### src/rtl/rtc_bus_sequencer.sv
// Fixed-priority arbiter + multiplexed RTC bus-cycle generator: 4*T_PHASE+1 cycles per transfer, grant one edge after sampling.
// No backpressure: requests are level-held until granted, and a granted transfer always runs to Done.
module rtc_bus_sequencer #(
   parameter int unsigned T_PHASE = 4
) (
   input  logic        Clock,
   input  logic        Reset,
   input  logic [3:0]  Req,
   input  logic [3:0]  Wr_nRd,
   input  logic [31:0] Addr_In,
   input  logic [31:0] Data_In,
   output logic [3:0]  Grant,
   output logic        Done,
   output logic        Busy,
   output logic [7:0]  Data_Out,
   input  logic [7:0]  AD_In,
   output logic [7:0]  AD_Out,
   output logic        AD_OE,
   output logic        A_D,
   output logic        CS_n,
   output logic        RD_n,
   output logic        WR_n
);

   typedef enum logic [2:0] {
      S_IDLE,
      S_A_STB,
      S_A_HLD,
      S_D_STB,
      S_D_HLD,
      S_DONE
   } state_t;

   localparam logic [7:0] PH_LOAD = 8'(T_PHASE - 1);

   state_t      state_q, state_d;
   logic [7:0]  cnt_q, cnt_d;
   logic [3:0]  grant_q, grant_d;
   logic        wr_q, wr_d;
   logic [7:0]  addr_q, addr_d;
   logic [7:0]  data_q, data_d;
   logic [7:0]  dout_q, dout_d;
   logic        done_q, done_d;
   logic        busy_q, busy_d;
   logic [7:0]  ad_out_q, ad_out_d;
   logic        ad_oe_q, ad_oe_d;
   logic        a_d_q, a_d_d;
   logic        cs_n_q, cs_n_d;
   logic        rd_n_q, rd_n_d;
   logic        wr_n_q, wr_n_d;
   logic [1:0]  win;
   logic        found;

   always_comb begin
      state_d = state_q;
      cnt_d   = cnt_q;
      grant_d = grant_q;
      wr_d    = wr_q;
      addr_d  = addr_q;
      data_d  = data_q;
      dout_d  = dout_q;
      win     = 2'd0;
      found   = 1'b0;

      case (state_q)
         S_IDLE: begin
            for (int k = 0; k < 4; k++) begin
               if (Req[k] && !found) begin
                  found = 1'b1;
                  win   = 2'(k);
               end
            end
            if (found) begin
               state_d = S_A_STB;
               cnt_d   = PH_LOAD;
               grant_d = 4'b0001 << win;
               wr_d    = Wr_nRd[win];
               addr_d  = Addr_In[{win, 3'b000} +: 8];
               data_d  = Data_In[{win, 3'b000} +: 8];
            end
         end
         S_A_STB, S_A_HLD, S_D_STB, S_D_HLD: begin
            if (cnt_q == 8'd0) begin
               cnt_d = PH_LOAD;
               case (state_q)
                  S_A_STB: state_d = S_A_HLD;
                  S_A_HLD: state_d = S_D_STB;
                  S_D_STB: state_d = S_D_HLD;
                  default: state_d = S_DONE;
               endcase
               // Read data is taken on the final edge of the RD_n-low window.
               if (state_q == S_D_STB && !wr_q) begin
                  dout_d = AD_In;
               end
            end else begin
               cnt_d = cnt_q - 8'd1;
            end
         end
         S_DONE: begin
            state_d = S_IDLE;
            grant_d = 4'b0000;
         end
         default: begin
            state_d = S_IDLE;
            grant_d = 4'b0000;
         end
      endcase

      // Pin values are decoded from the next state so every pin comes straight from a flop.
      done_d   = 1'b0;
      busy_d   = (state_d != S_IDLE);
      cs_n_d   = 1'b1;
      rd_n_d   = 1'b1;
      wr_n_d   = 1'b1;
      ad_oe_d  = 1'b0;
      a_d_d    = 1'b1;
      ad_out_d = 8'h00;

      case (state_d)
         S_A_STB: begin
            cs_n_d   = 1'b0;
            a_d_d    = 1'b0;
            wr_n_d   = 1'b0;
            ad_oe_d  = 1'b1;
            ad_out_d = addr_d;
         end
         S_A_HLD: begin
            cs_n_d   = 1'b0;
            a_d_d    = 1'b0;
            ad_oe_d  = 1'b1;
            ad_out_d = addr_d;
         end
         S_D_STB: begin
            cs_n_d = 1'b0;
            if (wr_d) begin
               wr_n_d   = 1'b0;
               ad_oe_d  = 1'b1;
               ad_out_d = data_d;
            end else begin
               rd_n_d = 1'b0;
            end
         end
         S_D_HLD: begin
            cs_n_d   = 1'b0;
            ad_oe_d  = wr_d;
            ad_out_d = wr_d ? data_d : 8'h00;
         end
         S_DONE: begin
            done_d = 1'b1;
         end
         default: begin
         end
      endcase
   end

   always_ff @(posedge Clock or negedge Reset) begin
      if (!Reset) begin
         state_q  <= S_IDLE;
         cnt_q    <= 8'd0;
         grant_q  <= 4'b0000;
         wr_q     <= 1'b0;
         addr_q   <= 8'h00;
         data_q   <= 8'h00;
         dout_q   <= 8'h00;
         done_q   <= 1'b0;
         busy_q   <= 1'b0;
         ad_out_q <= 8'h00;
         ad_oe_q  <= 1'b0;
         a_d_q    <= 1'b1;
         cs_n_q   <= 1'b1;
         rd_n_q   <= 1'b1;
         wr_n_q   <= 1'b1;
      end else begin
         state_q  <= state_d;
         cnt_q    <= cnt_d;
         grant_q  <= grant_d;
         wr_q     <= wr_d;
         addr_q   <= addr_d;
         data_q   <= data_d;
         dout_q   <= dout_d;
         done_q   <= done_d;
         busy_q   <= busy_d;
         ad_out_q <= ad_out_d;
         ad_oe_q  <= ad_oe_d;
         a_d_q    <= a_d_d;
         cs_n_q   <= cs_n_d;
         rd_n_q   <= rd_n_d;
         wr_n_q   <= wr_n_d;
      end
   end

   assign Grant    = grant_q;
   assign Done     = done_q;
   assign Busy     = busy_q;
   assign Data_Out = dout_q;
   assign AD_Out   = ad_out_q;
   assign AD_OE    = ad_oe_q;
   assign A_D      = a_d_q;
   assign CS_n     = cs_n_q;
   assign RD_n     = rd_n_q;
   assign WR_n     = wr_n_q;

endmodule

### config.mk
export PLATFORM = sky130hd
export DESIGN_NAME = rtc_bus_sequencer
export DESIGN_NICKNAME = d
export VERILOG_FILES = /design/src/rtl/rtc_bus_sequencer.sv
export SDC_FILE = /design/constraint.sdc
export NUM_CORES = 1
export LEC_CHECK = 0
export BUFFER_PORTS_ARGS = -buffer_cell sky130_fd_sc_hd__buf_2
export CAP_MARGIN = 20
export CORE_MARGIN = 2
export CORE_UTILIZATION = 55
export CTS_BUF_LIST = sky130_fd_sc_hd__clkbuf_4
export DETAILED_ROUTE_END_ITERATION = 8
export MAX_ROUTING_LAYER = met4
export PLACE_DENSITY = 0.85
export SLEW_MARGIN = 20
export SYNTH_ARGS = -nofsm -noshare
export SYNTH_HDL_FRONTEND = slang
export SYNTH_SLANG_ARGS = --single-unit
### constraint.sdc
create_clock -name Clock -period 4.74 [get_ports Clock]
set_input_delay 1.422 -clock Clock [delete_from_list [all_inputs] [get_ports Clock]]
set_output_delay 1.422 -clock Clock [all_outputs]
set_load 0.02 [all_outputs]
==> results.txt <==
The run finished with clean final reports. After synthesis, the share of flip-flops with an asynchronous set or reset is 100.0%. The overall power of the completed layout came out at 1.900 mW. The count of endpoints failing setup in the final report came out at 0. The detailed-route wire length per cell came out at 15.16 um. Setup repair after global routing left no endpoint under its margin. The number of antenna-violating nets in the routed design came out at 0. The total negative slack is 0 ns.

The die footprint came out at 5923 um^2. The internal reg-to-reg setup slack is 2.08 ns. The total congestion overflow came out at 0. The number of rows created at floorplan came out at 26. The H-tree depth came out at 2. IR analysis of the VDD net gives a maximum drop of 0.2095 mV. The count of final hold-check violations came to 0. The buffers inserted during post-CTS setup optimization is 0.

Summing all placed instances gives a cell area of 3483 um^2. In this run, synthesis produced a sequential element count of 55. The endpoint required time on the critical path is 5.05 ns. The synthesized design contains 0 enable-type register cells. The tree is rooted in a sky130_fd_sc_hd__clkbuf_4.

The mean cell area of the mapped netlist is 9.537 um^2. The post-synthesis to final-layout area growth came out at 20.77%. The number of inserted diodes came out at 0. The ratio of cells with drive above 1 in the final layout came out at 34.81%. Clock latency on the worst-skew pair, taken at its later pin, is 0.37 ns. The highest net fanout along the worst path came out at 28. The pre-CTS setup slack came out at 1.158 ns.

The weighted congestion reported at the end of routability-driven placement is 0.8215. The part of the cycle the worst path needs is 68.55%. The simple-gate area share of the yosys netlist is 15.90%. The detailed router placed 2690 vias in this run.

The number of antenna violations at the first check in global routing is 0. The overall global routing resource usage is 25.47%. The post-synthesis net count is 391.

The max-slew violation total from the final report is 0. The max-capacitance violation count is 0. In the final layout, flip-flops and latches occupy 1381 um^2. The number of global-route vias before repair is 2445.

The design area came out at 3536 um^2. Of the post-synthesis cell area, the part taken by muxes is 4.444%. The clock tree buffer depth is 2. For this configuration, the core starts out at a cell density of 57.32%. In the synthesized netlist the dominant register cell turns out to be sky130_fd_sc_hd__dfrtp_1. The clock buffer count from CTS is 5.

The first-pass GRT wire length is 11700 um. The worst setup path is captured at a flip-flop. The most frequent cell after synthesis is sky130_fd_sc_hd__dfrtp_1.

The number of gates resized after cts is 0. After clock tree synthesis, the clock-pin slew on the worst setup and hold paths is 0.13 ns. The number of clock sinks is 55. Counting distinct cell types in the post-synthesis netlist gives 49. Summed over all instances, the cell type with the most area after synthesis is sky130_fd_sc_hd__dfrtp_1. The synthesized netlist occupies a cell area of 2928 um^2.

For this run, the register share of the synthesized area comes to 47.18%. 109 I/O pins were placed. The final routed DRC violation total is 0.

The analysis attributes to cell leakage a power of 1.743 nW. In this run the power density over the cells is 537.3 nW/um^2. The number of cells produced by synthesis is 307.

The clock tree from TritonCTS is built. Of the total synthesized cell area, the portion taken by full adders, half adders and majority gates is 0.8547%. The final worst-path setup slack came out at 1.491 ns.

The die is 76.96 um tall. The sum of routed wire length over all layers is 7201 um. The clock skew is 0.01288 ns. The core footprint came out at 5107 um^2.

The worst hold slack is 0.4968 ns. The Yosys warning count came out at 0. The highest achievable clock rate is 0.3078 GHz.

Measured along the x axis, the die boundary spans 76.96 um. The net count of the finished layout came out at 488. Of the total synthesized cell area, the portion taken by XOR and XNOR cells is 0.5983%. The kind of launch point of the worst setup path is a primary input. Dividing the detail-routed via count by the number of cells gives 5.663.

By area, the combinational part of the netlist is dominated by compound AO/OA/AOI/OAI gates. The number of hold buffers added after CTS was 0. After layout, the minimum clock period comes to 3.249 ns. The worst setup path is of the primary input to flip-flop kind. The iteration count of the initial detailed-routing pass is 4. By area the synthesized netlist is led by sky130_fd_sc_hd__dfrtp_1 (44%), sky130_fd_sc_hd__o21ai_0 (7.5%), sky130_fd_sc_hd__mux2_4 (4.1%), sky130_fd_sc_hd__nand2_1 (4.0%), sky130_fd_sc_hd__dfstp_2 (3.6%).

At the worst endpoint, the arrival time is 3.56 ns. The complex-gate fraction of the synthesized area came out at 25.21%. The HPWL after detailed placement is 5349 um. The worst slew slack as a fraction of its limit came out at 51.62%. The number of filler instances in the final layout is 424. At the pin with the least slew margin, the transition time is 0.7230 ns. The synthesized design devotes to its leading area cell type 43.59% of total area.

By count the netlist is led by sky130_fd_sc_hd__dfrtp_1 (51), sky130_fd_sc_hd__o21ai_0 (44), sky130_fd_sc_hd__nand2_1 (31). Entering global routing, the biggest net connects 32 pins. The DRC violation total after the first TritonRoute iteration is 209. The path category of the worst min-delay check is flip-flop to flip-flop. Buffers placed on the I/O ports in this run total 108. The total area of multi-input combinational cells came out at 1376 um^2.
==> critical path: stages <==
cell	delay, ns
sky130_fd_sc_hd__buf_2	0.36
sky130_fd_sc_hd__nor4_1	0.09
sky130_fd_sc_hd__buf_4	0.17
sky130_fd_sc_hd__or2_2	0.45
sky130_fd_sc_hd__o31ai_1	0.42
sky130_fd_sc_hd__and2_1	0.42
sky130_fd_sc_hd__a22o_1	0.20
==> per-layer routing <==
metal	share of wire (%)	track usage, %
met1	45	36.29
met2	46	37.54
met3	7.3	3.176
met4	1.8	9.636
met5	0	-
==> report_power, final <==
part,switching (mW),leakage (nW),internal [mW]
clock,0.134,0.0307,0.0611
combinational,0.526,1.05,0.372
sequential,0.118,0.661,0.689
==> through the flow <==
stage / cells / util, %
floorplan: 307 / -
global placement: 467 / 68.20
detailed placement: 467 / 68.20
CTS: 475 / 69.23
global route: 475 / 69.23
finish: 475 / 69.23
==> registers in the layout (all words and copies together) (netlist names) <==
name / cells
CS_n: 1
Done: 1
wr_q: 1
Busy: 1
state_q: 3
Grant: 4
Data_Out: 8
RD_n: 1
WR_n: 1
A_D: 1
AD_Out: 8
data_q: 8
AD_OE: 1
cnt_q: 8
addr_q: 8
==> final cells by class <==
| cell class | instances | share of cell area, % |
|---|---|---|
| Clock buffer | 6 | 1.274 |
| Clock inverter | 2 | 0.2123 |
| Inverter | 20 | 2.123 |
| Multi-Input combinational cell | 211 | 38.92 |
| Sequential cell | 55 | 39.07 |
| Tap cell | 70 | 2.477 |
| Timing Repair Buffer | 111 | 15.92 |
==> cells in the final DEF (no fill, tap or decap), types with 8 or more instances in the layout <==
master and count:
sky130_fd_sc_hd__nor2_1 15, sky130_fd_sc_hd__nand2_1 31, sky130_fd_sc_hd__dfrtp_1 51, sky130_fd_sc_hd__inv_1 19
sky130_fd_sc_hd__o21ai_0 44, sky130_fd_sc_hd__o22ai_1 9, sky130_fd_sc_hd__buf_2 108, sky130_fd_sc_hd__nand2b_1 11
sky130_fd_sc_hd__a22o_1 12, sky130_fd_sc_hd__mux2_4 8
==> final timing paths <==
| kind | startpoint | end | cells after the start |
|---|---|---|---|
| max in group asynchronous | Reset | A_D | 2 |
| worst max-delay path | Req[0] | AD_Out[7] | 7 |
| worst min register to register | cnt_q[7] | cnt_q[7] | 1 |
| worst max register to register | state_q[2] | AD_Out[7] | 5 |
| worst min-delay path | cnt_q[7] | cnt_q[7] | 1 |
| min in group asynchronous | Reset | cnt_q[1] | 1 |
==> logic make-up after synthesis <==
kind of cell             count (synthesis)
buffers and inverters                   41
XOR/XNOR                                 2
AND/OR/NAND/NOR                         88
flip-flops                              55
adder cells (fa/ha/maj)                  2
multiplexers                             9
AO/OA/AOI/OAI                          110
(Power assumes the default switching activity.)
